$ cat config.mk
export PLATFORM = sky130hd
export DESIGN_NAME = sigmoid_seq
export DESIGN_NICKNAME = d
export VERILOG_FILES = /design/src/rtl/sigmoid_seq.sv
export SDC_FILE = /design/constraint.sdc
export NUM_CORES = 1
export LEC_CHECK = 0
export BUFFER_PORTS_ARGS = -buffer_cell sky130_fd_sc_hd__clkbuf_2
export CORE_MARGIN = 2
export CORE_UTILIZATION = 56
export CTS_BUF_LIST = sky130_fd_sc_hd__clkbuf_4
export DETAILED_ROUTE_END_ITERATION = 7
export PLACE_DENSITY = 0.93
export SYNTH_ARGS = -nofsm -noshare
export SYNTH_HDL_FRONTEND = slang
export SYNTH_SLANG_ARGS = --single-unit
$ cat constraint.sdc
create_clock -name clk -period 2.7 [get_ports clk]
set_input_delay 0.135 -clock clk [delete_from_list [all_inputs] [get_ports clk]]
set_output_delay 0.135 -clock clk [all_outputs]
set_load 0.01 [all_outputs]
$ cat src/rtl/sigmoid_seq.sv
`timescale 1ns/1ps
`default_nettype none
// ============================================================================
// sigmoid_seq : sequences an N-element vector through an external sigmoid unit.
// Optional feature macro: SIGSEQ_TIMEOUT_EN (WAIT watchdog + sticky err).
// Revision: 1.0
// ============================================================================
module sigmoid_seq #(
  parameter int S  = 32,
  parameter int N  = 4,
  parameter int TO = 64
) (
  input  logic         clk,
  input  logic         rst,
  input  logic         in_valid,
  input  logic [S-1:0] in_data,
  output logic         in_ready,
  output logic [S-1:0] act_x,
  output logic         act_start,
  input  logic [S-1:0] act_y,
  input  logic         act_done,
  output logic         out_valid,
  output logic [S-1:0] out_data,
  output logic         out_last,
  input  logic         out_ready,
  output logic         busy,
  output logic         err
);

  localparam int IW = (N > 1) ? $clog2(N) : 1;
  localparam logic [IW-1:0] LAST_IDX = IW'(N - 1);

  typedef enum logic [1:0] {
    LOAD  = 2'd0,
    ISSUE = 2'd1,
    WAIT  = 2'd2,
    DRAIN = 2'd3
  } state_t;

  state_t        state, state_nx;
  logic [IW-1:0] idx, idx_nx;
  logic [S-1:0]  mem [N];
  logic          wr_en;
  logic [S-1:0]  wr_data;
  logic          at_last;
  logic          tmo;

  assign at_last = (idx == LAST_IDX);

  generate
    if (N < 1 || TO < 1) begin : g_param_check
      $error("sigmoid_seq: N and TO must be at least 1");
    end
  endgenerate

`ifdef SIGSEQ_TIMEOUT_EN
  localparam int CW = $clog2(TO + 1);
  logic [CW-1:0] wait_cnt;
  logic          err_q;

  // Fires in the TO-th WAIT cycle, so the counter would reach TO on this edge.
  assign tmo = (state == WAIT) && !act_done && (wait_cnt == CW'(TO - 1));
  assign err = err_q;

  always_ff @(posedge clk) begin
    if (rst) begin
      wait_cnt <= '0;
      err_q    <= 1'b0;
    end else begin
      if (state == ISSUE) begin
        wait_cnt <= '0;
      end else if (state == WAIT) begin
        wait_cnt <= wait_cnt + 1'b1;
      end
      if (tmo) begin
        err_q <= 1'b1;
      end
    end
  end
`else
  assign tmo = 1'b0;
  assign err = 1'b0;
`endif

  always_ff @(posedge clk) begin
    if (rst) begin
      state <= LOAD;
      idx   <= '0;
    end else begin
      state <= state_nx;
      idx   <= idx_nx;
    end
  end

  // Buffer is deliberately left out of reset; results overwrite operands in place.
  always_ff @(posedge clk) begin
    if (!rst && wr_en) begin
      mem[idx] <= wr_data;
    end
  end

  always_comb begin
    state_nx  = state;
    idx_nx    = idx;
    wr_en     = 1'b0;
    wr_data   = in_data;
    in_ready  = 1'b0;
    act_start = 1'b0;
    act_x     = '0;
    out_valid = 1'b0;
    out_data  = '0;
    out_last  = 1'b0;
    busy      = 1'b0;
    case (state)
      LOAD: begin
        in_ready = 1'b1;
        if (in_valid) begin
          wr_en = 1'b1;
          if (at_last) begin
            idx_nx   = '0;
            state_nx = ISSUE;
          end else begin
            idx_nx = idx + 1'b1;
          end
        end
      end
      ISSUE: begin
        busy      = 1'b1;
        act_start = 1'b1;
        act_x     = mem[idx];
        state_nx  = WAIT;
      end
      WAIT: begin
        busy  = 1'b1;
        act_x = mem[idx];
        if (act_done || tmo) begin
          wr_en   = 1'b1;
          wr_data = act_done ? act_y : '0;
          if (at_last) begin
            idx_nx   = '0;
            state_nx = DRAIN;
          end else begin
            idx_nx   = idx + 1'b1;
            state_nx = ISSUE;
          end
        end
      end
      DRAIN: begin
        out_valid = 1'b1;
        out_data  = mem[idx];
        out_last  = at_last;
        if (out_ready) begin
          if (at_last) begin
            idx_nx   = '0;
            state_nx = LOAD;
          end else begin
            idx_nx = idx + 1'b1;
          end
        end
      end
      default: state_nx = LOAD;
    endcase
  end

endmodule
`default_nettype wire

==> impl_metrics.xml <==
<?xml version="1.0" encoding="UTF-8"?>
<metrics>
  <group name="status">
    <metric name="outcome" unit="">finished clean</metric>
  </group>
  <group name="logic_synthesis">
    <metric name="synth-edff-count" unit="">128</metric>
    <metric name="yosysWarningCount" unit="">0</metric>
    <metric name="leading_post_synthesis_cells_by_cell_area" unit="">sky130_fd_sc_hd__edfxtp_1 65%, sky130_fd_sc_hd__mux4_2 11%, sky130_fd_sc_hd__and2_1 7.3%</metric>
    <metric name="area_of_the_mapped_netlist" unit="mm^2">0.00589</metric>
    <metric name="yosysSeqAreaShare" unit="">0.673</metric>
    <metric name="post-synth-top-area-fraction" unit="">0.653</metric>
    <metric name="netlist_instances" unit="">319</metric>
    <metric name="netlist-cell-type-count" unit="">29</metric>
    <metric name="syn_area_per_cell" unit="um^2">18.5</metric>
    <metric name="netlist.top_cell.by_area" unit="">sky130_fd_sc_hd__edfxtp_1</metric>
    <metric name="postSynthRegisterBits" unit="">134</metric>
    <metric name="syn_nets" unit="">398</metric>
    <metric name="synth_ff_type" unit="">sky130_fd_sc_hd__edfxtp_1</metric>
    <metric name="synth_async_sr_flop_share" unit="">0</metric>
  </group>
  <group name="worst_setup_path">
    <metric name="timing_worst_setup_path_type" unit="">register to register</metric>
    <metric name="rrSetupSlack" unit="ns">0.19</metric>
    <metric name="endpoint_kind" unit="">register</metric>
    <metric name="worstPathMaxFanout" unit="">18</metric>
    <metric name="worst_ep_arrival_time" unit="ns">2.75</metric>
    <metric name="critical_path_required" unit="ns">2.94</metric>
    <metric name="critPathLaunchType" unit="">register</metric>
  </group>
  <group name="drt">
    <metric name="detailed_route_wire_length_per_cell" unit="um">19.2</metric>
    <metric name="num_vias" unit="">3659</metric>
    <metric name="drt-total-wl" unit="um">13100</metric>
    <metric name="via_cell_ratio" unit="">5.38</metric>
    <metric name="firstDrtPassIters" unit="">4</metric>
    <metric name="detail_route.iter0.violations" unit="">351</metric>
    <metric name="drc" unit="">0</metric>
    <metric name="drtAntennaViolNets" unit="">0</metric>
  </group>
  <group name="sta">
    <metric name="timing.fmax" unit="GHz">0.398</metric>
    <metric name="final_max_slew_viol_count" unit="">0</metric>
    <metric name="timing_worst_slew_pin_value" unit="ns">0.856</metric>
    <metric name="timing.setup.tns" unit="ns">0</metric>
    <metric name="worst_slew_margin_rel" unit="">0.430</metric>
    <metric name="finalCritPeriodShare" unit="">0.931</metric>
    <metric name="clock_skew" unit="ns">0.0264</metric>
    <metric name="grt_setup_unrepaired" unit="">false</metric>
    <metric name="hold_viol_final" unit="">0</metric>
    <metric name="post-route-min-period" unit="ns">2.51</metric>
    <metric name="worst_hold_slack" unit="ns">0.0482</metric>
    <metric name="finalSetupViolCount" unit="">0</metric>
  </group>
  <group name="clock_tree">
    <metric name="clock_tree_from_tritoncts" unit="">built</metric>
    <metric name="clkSinkCount" unit="">134</metric>
    <metric name="cts-root-to-sink-buffers" unit="">2</metric>
    <metric name="setup_buffers_after_cts" unit="">0</metric>
    <metric name="clock-root-buffer" unit="">sky130_fd_sc_hd__clkbuf_4</metric>
    <metric name="path_clk_slew" unit="ns">0.11</metric>
    <metric name="htreeDepth" unit="">4</metric>
    <metric name="tritoncts.num_buffers" unit="">17</metric>
    <metric name="clock_latency" unit="ns">0.52</metric>
  </group>
  <group name="power_and_ir_drop">
    <metric name="vdd_ir_drop_max" unit="uV">452</metric>
    <metric name="power.total" unit="mW">4.33</metric>
    <metric name="total_leakage_power" unit="nW">2.95</metric>
    <metric name="power_per_cell_area" unit="mW/mm^2">565</metric>
  </group>
  <group name="hold_path">
    <metric name="hp-class" unit="">input pin to register</metric>
  </group>
  <group name="floorplan">
    <metric name="die-width" unit="um">107</metric>
    <metric name="fp.dieArea" unit="mm^2">0.0114</metric>
    <metric name="initial_core_util" unit="">0.573</metric>
    <metric name="die_y" unit="um">107</metric>
    <metric name="placementRows" unit="">37</metric>
    <metric name="io_pins" unit="">139</metric>
    <metric name="design.core.area" unit="mm^2">0.0103</metric>
  </group>
  <group name="final_layout">
    <metric name="fillerInstances" unit="">595</metric>
    <metric name="fin_area" unit="mm^2">0.00767</metric>
    <metric name="fraction_of_layout_cells_with_a_size_suffix_above_1" unit="">0.452</metric>
    <metric name="area_delta_synth_final" unit="%">30.2</metric>
    <metric name="final_net_count" unit="">610</metric>
    <metric name="post-route-util" unit="">0.746</metric>
    <metric name="antennaDiodeCount" unit="">0</metric>
  </group>
  <group name="global_route">
    <metric name="largest_net_degree_at_the_start_of_global_routing" unit="">33</metric>
    <metric name="grt_pass1_wl" unit="um">20400</metric>
    <metric name="grt_antenna_before_repair" unit="">0</metric>
    <metric name="first_global_vias" unit="">3827</metric>
    <metric name="grt.overflow.total" unit="">0</metric>
    <metric name="grt_usage" unit="">0.243</metric>
  </group>
  <group name="placement">
    <metric name="place_congestion" unit="">0.758</metric>
    <metric name="post-dp-hpwl" unit="um">8200</metric>
    <metric name="port_buffers" unit="">137</metric>
    <metric name="dpl-instance-area" unit="mm^2">0.00675</metric>
  </group>
  <group name="run">
    <metric name="maxCapViolations" unit="">0</metric>
  </group>
</metrics>
==> metrics by stage <==
step                cells  worst slack [ns]
finish                680             0.186
global route          680            0.0945
CTS                   680            0.0686
detailed placement    585             0.622
global placement      585             0.702
floorplan             319             0.545
==> sequential cells by signal, indices dropped and copies added, names as in the netlist, named ones only <==
signal and count:
mem 128, state 2, idx 2
==> critical path: stages, from the launching register on <==
cell and delay, ns:
sky130_fd_sc_hd__dfxtp_1 0.39, sky130_fd_sc_hd__inv_1 0.11, sky130_fd_sc_hd__ha_1 0.30, sky130_fd_sc_hd__nand2_4 0.26
sky130_fd_sc_hd__buf_12 0.21, sky130_fd_sc_hd__mux2_2 0.35, sky130_fd_sc_hd__dlygate4sd3_1 0.62
==> kinds of logic after synthesis <==
logic type,after synthesis,share of synthesized area
flip-flops,134,0.673
AND/OR/NAND/NOR,81,0.0846
multiplexers,65,0.187
buffers and inverters,21,0.0249
adder cells (fa/ha/maj),10,0.0212
AO/OA/AOI/OAI,7,0.00893
other,1,0.000637
==> what timing repair did <==
item / in CTS / in global routing
hold endpoints to repair: 130 / 0
resized for setup: 0 / 1
endpoints found under the setup margin: 0 / 58
hold buffers: 63 / 0
==> power breakdown <==
group          internal (mW)  switching (mW)
clock network          0.567           0.747
logic                  0.326           0.252
registers               2.37          0.0659
==> layout by cell type, fill, tap and decap left out, types with 2 or more instances in the layout <==
master                          count
sky130_fd_sc_hd__dlygate4sd3_1     63
sky130_fd_sc_hd__mux4_1             2
sky130_fd_sc_hd__inv_6              4
sky130_fd_sc_hd__nand2b_1           3
sky130_fd_sc_hd__bufinv_16          2
sky130_fd_sc_hd__nor3_1             2
sky130_fd_sc_hd__and2_1            65
sky130_fd_sc_hd__clkbuf_4          18
sky130_fd_sc_hd__buf_12             4
sky130_fd_sc_hd__clkbuf_2         137
sky130_fd_sc_hd__clkinv_1           2
sky130_fd_sc_hd__clkinvlp_4         2
sky130_fd_sc_hd__edfxtp_1         128
sky130_fd_sc_hd__clkinv_4           3
sky130_fd_sc_hd__nor2_1             2
sky130_fd_sc_hd__dfxtp_1            4
sky130_fd_sc_hd__mux2_2            32
sky130_fd_sc_hd__mux4_2            30
sky130_fd_sc_hd__and2_2             4
sky130_fd_sc_hd__buf_4              6
sky130_fd_sc_hd__inv_1              4
sky130_fd_sc_hd__dfxtp_2            2
sky130_fd_sc_hd__ha_1              10
==> synthesized netlist by cell type, types with 2 or more instances <==
library cell and n:
sky130_fd_sc_hd__nand2b_1 3, sky130_fd_sc_hd__nand2_1 2, sky130_fd_sc_hd__and2_1 69, sky130_fd_sc_hd__mux4_2 30, sky130_fd_sc_hd__buf_12 3, sky130_fd_sc_hd__nor2_1 2
sky130_fd_sc_hd__edfxtp_1 128, sky130_fd_sc_hd__dfxtp_1 6, sky130_fd_sc_hd__inv_1 4, sky130_fd_sc_hd__clkbuf_1 6, sky130_fd_sc_hd__ha_1 10, sky130_fd_sc_hd__mux4_1 2
sky130_fd_sc_hd__nor3_1 2, sky130_fd_sc_hd__buf_2 6, sky130_fd_sc_hd__mux2_2 32
==> cell type report <==
type	count	area [um^2]	area share
multi-input cells	164	1790	0.234
clock buffers	18	135	0.0176
clock inverters	14	149	0.0194
repair buffers	210	1440	0.188
inverters	4	15.0	0.00196
well taps	136	170	0.0222
flip-flops and latches	134	3970	0.517
==> layer usage <==
layer  vias to the layer above  wire (um)  track usage
li1                       1667          -            -
met1                      1814       5150        0.304
met2                       157       7050        0.422
met3                        21        672       0.0478
met4                         0        200       0.0928
met5                         -          0            0
==> worst paths after layout <==
| kind | startpoint | end | depth (start not counted) |
|---|---|---|---|
| worst max register to register | state[0] | mem[2][1] | 6 |
| worst min register to register | idx[1] | register | 2 |
| worst max-delay path | state[0] | mem[2][1] | 6 |
| worst min-delay path | act_y[19] | mem[1][19] | 2 |
(Power assumes the default switching activity.)
